### config.mk
export PLATFORM = sky130hd
export DESIGN_NAME = output_bank_cntl
export DESIGN_NICKNAME = d
export VERILOG_FILES = /design/src/rtl/output_bank_cntl_pkg.sv /design/src/rtl/output_req_fifo.sv /design/src/rtl/output_bank_cntl.sv
export SDC_FILE = /design/constraint.sdc
export NUM_CORES = 1
export LEC_CHECK = 0
export ABC_AREA = 1
export CORE_MARGIN = 1.5
export CORE_UTILIZATION = 40
export CTS_BUF_LIST = sky130_fd_sc_hd__clkbuf_8
export DETAILED_ROUTE_END_ITERATION = 6
export HOLD_SLACK_MARGIN = 0.15
export PLACE_DENSITY = 0.68
export SYNTH_ARGS = -nofsm -noshare
export SYNTH_HDL_FRONTEND = slang
export SYNTH_SLANG_ARGS = --single-unit
### constraint.sdc
create_clock -name clk -period 5.4 [get_ports clk]
set_input_delay 0.54 -clock clk [delete_from_list [all_inputs] [get_ports clk]]
set_output_delay 0.54 -clock clk [all_outputs]
set_load 0.02 [all_outputs]
### src/rtl/output_bank_cntl_pkg.sv
// output_bank_cntl_pkg: shared widths, queue depth and the bank-to-edge-PE lane struct.
package output_bank_cntl_pkg;
  localparam int FV_DATA_W = 64;
  localparam int ADDR_W = 8;
  localparam int PE_TAG_W = 2;
  localparam int LEN_W = 4;
  localparam int REQ_FIFO_DEPTH = 4;
  localparam int Num_Edge_PE = 4;
  localparam int Num_Banks_FV = 4;
  typedef struct packed {
    logic                 valid;
    logic                 sos;
    logic                 eos;
    logic [PE_TAG_W-1:0]  PE_tag;
    logic [FV_DATA_W-1:0] FV_data;
  } FV_bank_CNTL2Edge_PE;
  typedef struct packed {
    logic [PE_TAG_W-1:0] tag;
    logic [ADDR_W-1:0]   addr;
    logic [LEN_W-1:0]    len;
  } req_t;
endpackage

### src/rtl/output_req_fifo.sv
// output_req_fifo: small synchronous request queue with full/empty flags.
module output_req_fifo import output_bank_cntl_pkg::*; (
  input  logic clk,
  input  logic reset,
  input  logic i_push,
  input  req_t i_wdata,
  input  logic i_pop,
  output req_t o_rdata,
  output logic o_full,
  output logic o_empty
);
  localparam int PW = $clog2(REQ_FIFO_DEPTH);
  req_t r_mem [REQ_FIFO_DEPTH];
  logic [PW-1:0] r_wp, r_rp;
  logic [PW:0] r_cnt;
  logic w_push, w_pop;
  assign o_full = r_cnt == (PW+1)'(REQ_FIFO_DEPTH);
  assign o_empty = r_cnt == '0;
  assign w_push = i_push && !o_full;
  assign w_pop = i_pop && !o_empty;
  assign o_rdata = r_mem[r_rp];
  always_ff @(posedge clk or posedge reset) begin
    if (reset) begin
      r_wp <= '0;
      r_rp <= '0;
      r_cnt <= '0;
    end else begin
      if (w_push) r_wp <= r_wp + 1'b1;
      if (w_pop) r_rp <= r_rp + 1'b1;
      r_cnt <= r_cnt + (PW+1)'(w_push) - (PW+1)'(w_pop);
    end
  end
  always_ff @(posedge clk) begin
    if (w_push) r_mem[r_wp] <= i_wdata;
  end
endmodule

### src/rtl/output_bank_cntl.sv
// output_bank_cntl: queues burst read requests for one FV bank and streams the
// words, tagged with sos/eos and destination PE, onto one output lane.
module output_bank_cntl import output_bank_cntl_pkg::*; (
  input  logic                 clk,
  input  logic                 reset,
  input  logic                 req_valid,
  output logic                 req_ready,
  input  logic [PE_TAG_W-1:0]  req_PE_tag,
  input  logic [ADDR_W-1:0]    req_addr,
  input  logic [LEN_W-1:0]     req_len,
  output logic                 sram_cen,
  output logic [ADDR_W-1:0]    sram_addr,
  input  logic [FV_DATA_W-1:0] sram_rdata,
  output FV_bank_CNTL2Edge_PE  out,
  output logic                 busy
);
  localparam logic [0:0] IDLE = 1'b0;
  localparam logic [0:0] READ = 1'b1;
  logic [0:0] r_state;
  logic [ADDR_W-1:0] r_addr;
  logic [LEN_W-1:0] r_cnt;
  logic [PE_TAG_W-1:0] r_tag, r_ptag;
  logic r_first, r_pv, r_psos, r_peos;
  FV_bank_CNTL2Edge_PE r_out;
  req_t w_head;
  logic w_full, w_empty, w_last, w_pop;
  output_req_fifo u_fifo (
    .clk(clk),
    .reset(reset),
    .i_push(req_valid),
    .i_wdata('{tag: req_PE_tag, addr: req_addr, len: req_len}),
    .i_pop(w_pop),
    .o_rdata(w_head),
    .o_full(w_full),
    .o_empty(w_empty)
  );
  assign w_last = r_state == READ && r_cnt == '0;
  // Loading on the last word of a burst keeps READ running without a bubble.
  assign w_pop = !w_empty && (r_state == IDLE || w_last);
  assign req_ready = !w_full;
  assign sram_cen = r_state == READ;
  assign sram_addr = r_addr;
  assign out = r_out;
  assign busy = !w_empty || r_state == READ || r_pv;
  always_ff @(posedge clk or posedge reset) begin
    if (reset) begin
      r_state <= IDLE;
      r_addr <= '0;
      r_cnt <= '0;
      r_tag <= '0;
      r_first <= 1'b0;
      r_pv <= 1'b0;
      r_psos <= 1'b0;
      r_peos <= 1'b0;
      r_ptag <= '0;
      r_out <= '0;
    end else begin
      r_pv <= sram_cen;
      r_psos <= sram_cen && r_first;
      r_peos <= w_last;
      r_ptag <= sram_cen ? r_tag : '0;
      r_out <= r_pv ? '{valid: 1'b1, sos: r_psos, eos: r_peos, PE_tag: r_ptag, FV_data: sram_rdata} : '0;
      if (w_pop) begin
        r_state <= READ;
        r_addr <= w_head.addr;
        r_cnt <= w_head.len;
        r_tag <= w_head.tag;
        r_first <= 1'b1;
      end else if (sram_cen) begin
        r_addr <= r_addr + 1'b1;
        r_cnt <= r_cnt - 1'b1;
        r_first <= 1'b0;
        if (w_last) r_state <= IDLE;
      end
    end
  end
endmodule

* After elaboration in Yosys (flattened, before gate mapping)
Memories as Yosys holds them, arrays and structs flattened.
Index checks and enable logic that the tools add are counted.
W data, S select, Z words.
** Storage, ports and cells
- Bits in registers :: 97
- RAM bits :: 56
- Input port bits :: 81
- Output and inout port bits :: 80
- Logic and storage cells :: 52
- Memories kept :: 1
** Memories
- u_fifo.r_mem :: depth 4, width 14, read ports 1, clocked after memory_dff 0, wr ports 1, line output_req_fifo.sv:13 : req_t r_mem [REQ_FIFO_DEPTH];
** Operators by class
- Add/subtract/negate cells :: 6
- Equal/unequal tests :: 1
- Multiplexer cells :: 13
- Bitwise gates (word level) :: 1
- Reduce and logical (&&, ||, !) cells :: 13
** Operators with widths (count)
- $mux W69 :: 1
- $mux W8 :: 2
- $add A8 B1 Y8 const B :: 1
- $mux W4 :: 2
- $mux W1 :: 7
- $logic_and A1 B1 Y1 :: 5
- $add A2 B1 Y2 const B :: 2
- $logic_not A4 Y1 :: 1
- $sub A4 B1 Y4 const B :: 1
- $add A3 B1 Y3 :: 1
- $eq A3 B3 Y1 const B :: 1
- $logic_not A3 Y1 :: 1
- $logic_or A1 B1 Y1 :: 3
- $sub A3 B1 Y3 :: 1
- $logic_not A1 Y1 :: 2
- $mux W2 :: 1
- $reduce_bool A2 Y1 :: 1
- $not A1 Y1 :: 1

* Longest topological paths before layout
- Depth in word-level cells :: 6
- Gate-level depth with buffers :: 12
- Mapped depth without buffers :: 11

* Modules after synthesis
From an unflattened synthesis, not the netlist that was laid out.
** Unflattened totals
- Cells, all modules :: 608
- Area, all modules :: 6169.7 um2
** By module, submodules not included
- output_bank_cntl :: times used 1, cells each 371, area each 3435.8 um2, seq. area each 2252.2 um2
- output_req_fifo :: times used 1, cells each 237, area each 2733.9 um2, seq. area each 1856.8 um2

* Least setup slack after synthesis
Ideal clock, no wire load.
- Path type :: register to register
- Start :: register r_cnt[0]
- End :: register u_fifo.r_cnt[2]
- Library setup time :: 129 ps
- Arrival time :: 2058 ps
- Data required time :: 5271 ps
- Setup slack :: 3213 ps
- Stages on the path, launching flop included :: 13
- Buffers on the path :: 1
- Period minus slack after synthesis :: 2187 ps
- Path through :: dfrtp_1 inv_1 ha_1 nand2_1 nand2_4 nand2_4 inv_2 buf_6 ha_1 inv_1 ha_1 fa_1 xor2_1
** On the way
- Cells in the longest elaborated chain, start to end :: 6
** RTL lines
- from (decl) :: line output_bank_cntl.sv:21 : logic [LEN_W-1:0] r_cnt;
- from (signal assigned) :: line output_bank_cntl.sv:66 : r_cnt <= w_head.len;
- from (signal assigned) :: line output_bank_cntl.sv:71 : r_cnt <= r_cnt - 1'b1;
- $logic_not A4 Y1 :: line output_bank_cntl.sv:37 : assign w_last = r_state == READ && r_cnt == '0;
- $logic_and A1 B1 Y1 :: line output_bank_cntl.sv:37
- $logic_or A1 B1 Y1 :: line output_bank_cntl.sv:39 : assign w_pop = !w_empty && (r_state == IDLE || w_last);
- $logic_and A1 B1 Y1 :: line output_bank_cntl.sv:39
- $logic_and A1 B1 Y1 :: line output_req_fifo.sv:20 : assign w_pop = i_pop && !o_empty;
- net u_fifo.w_pop :: line output_req_fifo.sv:16 : logic w_push, w_pop;
- $sub A3 B1 Y3 :: line output_req_fifo.sv:30 : r_cnt <= r_cnt + (PW+1)'(w_push) - (PW+1)'(w_pop);
- to (signal assigned) :: line output_req_fifo.sv:30
- to (decl) :: line output_req_fifo.sv:15 : logic [PW:0] r_cnt;
The timed path passes the listed nets, and every way through them passes these cells.
A chain may end at the register's enable or synchronous reset.

* Worst setup path after layout
- Start :: register u_fifo.r_cnt[1]
- End :: output busy
** On the way
- Cells in the longest elaborated chain, start to end :: 4
** RTL lines
- $logic_not A3 Y1 :: line output_req_fifo.sv:18 : assign o_empty = r_cnt == '0;
- $logic_not A1 Y1 :: line output_bank_cntl.sv:44 : assign busy = !w_empty || r_state == READ || r_pv;
- $logic_or A1 B1 Y1 (2 in series) :: line output_bank_cntl.sv:44
- to (decl) :: line output_bank_cntl.sv:15 : output logic busy
Every way passes these cells.

==> summary.txt <==
Global routing
  • Largest net degree at the start of global routing: 71
  • All-Layer GR Usage: roughly 17%
  • Initial antenna violation count: 0
  • Number of global-route vias before repair: approximately 4,300
  • Grt total ovfl: 0
  • First-pass GRT wire length: between 20 and 25 mm

Synthesis
  • Distinct cells, synth: 29
  • YS warnings: 0
  • Mapped cell area: 0.00604 mm²
  • Synth area leaders: dfrtp_1 (40%), edfxtp_1 (28%), nand2_1 (13%)
  • Share of synthesized registers carrying an async set or reset: a little under two thirds
  • Post-synth EDFFs: between 50 and 60
  • Synthesis-stage register bit count: ~150
  • Mapped Nets: about 670
  • Ys flop type: dfrtp_1
  • Register area share after synthesis: 68.0%
  • Largest area contributor in the netlist: dfrtp_1
  • Synth Instances: between 500 and 600
  • Synth top area share: 40.2%
  • Avg Cell Area, Syn: 10.4 µm²

STA
  • Slew @ Worst Pin: around 0.96 ns
  • Clock skew: 0.00821 ns
  • Slew Viols, Final: 0
  • RSZ-0062 raised after global routing: no
  • Final min period: about 2.8 ns
  • Period Utilization, post-route: 51.7%
  • Final WS setup: roughly 2.6 ns
  • Final setup viols: 0
  • Worst rel slew slack: a little over a third
  • Setup TNS: 0 ns
  • Fmax: ~360 MHz
  • Final Hold Violating Endpoints: 0

Final layout
  • Area occupied by multi-input gates: approximately 0.0014 mm²
  • Area delta synth->final: 34.5%
  • Layout Nets: 834
  • Filler cells: around 1,300
  • Final Core Density: 55.5%
  • Final instance area: roughly 0.0081 mm²
  • Register area: 0.00411 mm²
  • Share of cells above drive strength 1: roughly 6.9%
  • Diodes inserted: 0

Floorplan
  • Starting Density: between 40 and 50%
  • Die footprint: around 0.016 mm²
  • # rows: 44
  • Die X: 126 µm
  • Die height: between 100 and 150 µm
  • IO Pins: ~160
  • Core ar.: 0.0146 mm²

Clocking
  • Clock root buffer: clkbuf_8
  • # Post-CTS Setup Buffers: 0
  • H-tree depth: 4
  • CTS buffer count: 17
  • Post-CTS sizing: 0
  • Worst-path clk slew: 0.08 ns
  • Hold_buf cts: 0
  • Clock Sinks: 153
  • CTS tree: done
  • CTS max path bufs: 2
  • Worst-Skew Late Latency: 0.44 ns

Run status
  • Status: finished, violations left
  • Failing checks: design-rule violations

Detailed routing
  • Routed wire per std cell: between 10 and 15 µm
  • Vias per cell: 4.50
  • Iter 0 DRT Violations: ~260
  • Vias: roughly 4,200
  • Final ANT Viol Nets: 0
  • Drc violations: 23
  • DRT Pass-1 Iters: 6
  • Final WL: approximately 13 mm

Worst setup path
  • Kind of end point of the critical path: primary output
  • CP Launch Type: register
  • Critical path class: register to primary output
  • Worst-path maximum fanout: 15
  • WP data arrival: 2.25 ns
  • Worst Path Required: roughly 5 ns

Placed design
  • Post-DP Area: around 0.0078 mm²
  • I/O Buffers: 160
  • Place WS: between 2 and 3 ns
  • Dpl hpwl: just over 9 mm
  • RePlAce Congestion: between 0.8 and 0.9

Pwr
  • Peak supply drop: around 0.00022 V
  • Power Total: roughly 3.5 mW
  • Leakage Power: a little under 4 nW
  • P per Cell Area: between 400 and 500 mW/mm²

Run
  • Max-cap violations: 0

Min path
  • Worst Hold Class: register to register
==> where the power goes <==
part / internal, mW / leakage, nW / switching (mW)
Clock: 0.363 / 0.174 / 0.422
Combinational: 0.458 / 2.10 / 0.661
Sequential: 1.45 / 1.66 / 0.173
==> sequential cells by signal, summed over array words and instances (netlist names) <==
register,flops
out,69
u_fifo.r_mem,56
sram_addr,8
r_cnt,4
u_fifo.r_cnt,3
r_ptag,2
r_tag,2
u_fifo.r_rp,2
u_fifo.r_wp,2
r_first,1
r_peos,1
r_psos,1
r_pv,1
sram_cen,1
==> cell families after synthesis <==
family | count (synthesis) | share of synthesized area (%)
AO/OA/AOI/OAI | 21 | 1.86
XOR/XNOR | 4 | 0.705
adder cells (fa/ha/maj) | 9 | 1.99
buffers and inverters | 124 | 8.91
flip-flops | 153 | 68.0
AND/OR/NAND/NOR | 270 | 18.5
==> per-layer routing <==
| metal | wire length (µm) | track usage [%] |
|---|---|---|
| met1 | 5420 | 20.4 |
| met2 | 6470 | 29.8 |
| met3 | 1010 | 5.18 |
| met4 | 188 | 6.63 |
| met5 | 0 | 0 |
==> placed cells by master (no fill, tap or decap), types with 4 or more instances in the layout <==
cell type,synthesis,layout
nand2_1,209,209
o21ai_1,5,5
inv_6,0,5
clkdlybuf4s50_1,0,160
ha_1,8,8
buf_4,5,6
dfrtp_1,97,96
clkbuf_8,1,17
edfxtp_1,56,56
o21ai_0,10,10
inv_1,98,98
nand3_1,23,23
inv_2,4,4
nor2_1,23,23
==> cells in the mapped netlist, drive strengths merged, types with 3 or more instances <==
cell type	number
edfxtp	56
buf	15
dfrtp	97
ha	8
nand4	3
o21ai	15
xor2	3
nor2	25
clkbuf	7
inv	102
nand2	214
nand3	26
==> critical path, stage by stage, from the launching register on <==
cell,delay [ns]
dfrtp_1,0.43
nor2_4,0.18
nand3_2,0.29
or2_2,0.38
clkdlybuf4s50_1,0.54
==> final timing paths <==
kind	from	to	slack, ns	cells past startpoint
min in group asynchronous	reset	out[18]	0.50	2
hold reg to reg	r_peos	out[66]	0.44	2
hold / removal	r_peos	out[66]	0.44	2
setup reg to reg	r_cnt[0]	u_fifo.r_cnt[2]	2.89	11
setup / recovery	u_fifo.r_cnt[1]	busy	2.61	4
max in group asynchronous	reset	r_pv	3.79	3
==> layout make-up <==
cell class / instances / area share (%)
tap: 184 / 2.83
multi-input combinational: 304 / 17.1
inverter: 102 / 4.74
timing repair buffer: 166 / 20.3
clock buffer: 17 / 2.88
clock inverter: 15 / 1.54
sequential: 153 / 50.6
==> stage by stage <==
stage / hold slack, ns / std cells
floorplan: 0.352 / 581
global placement: 0.415 / 909
detailed placement: 0.421 / 909
CTS: 0.443 / 941
global route: 0.463 / 941
finish: 0.438 / 941
(Power assumes the default switching activity.)
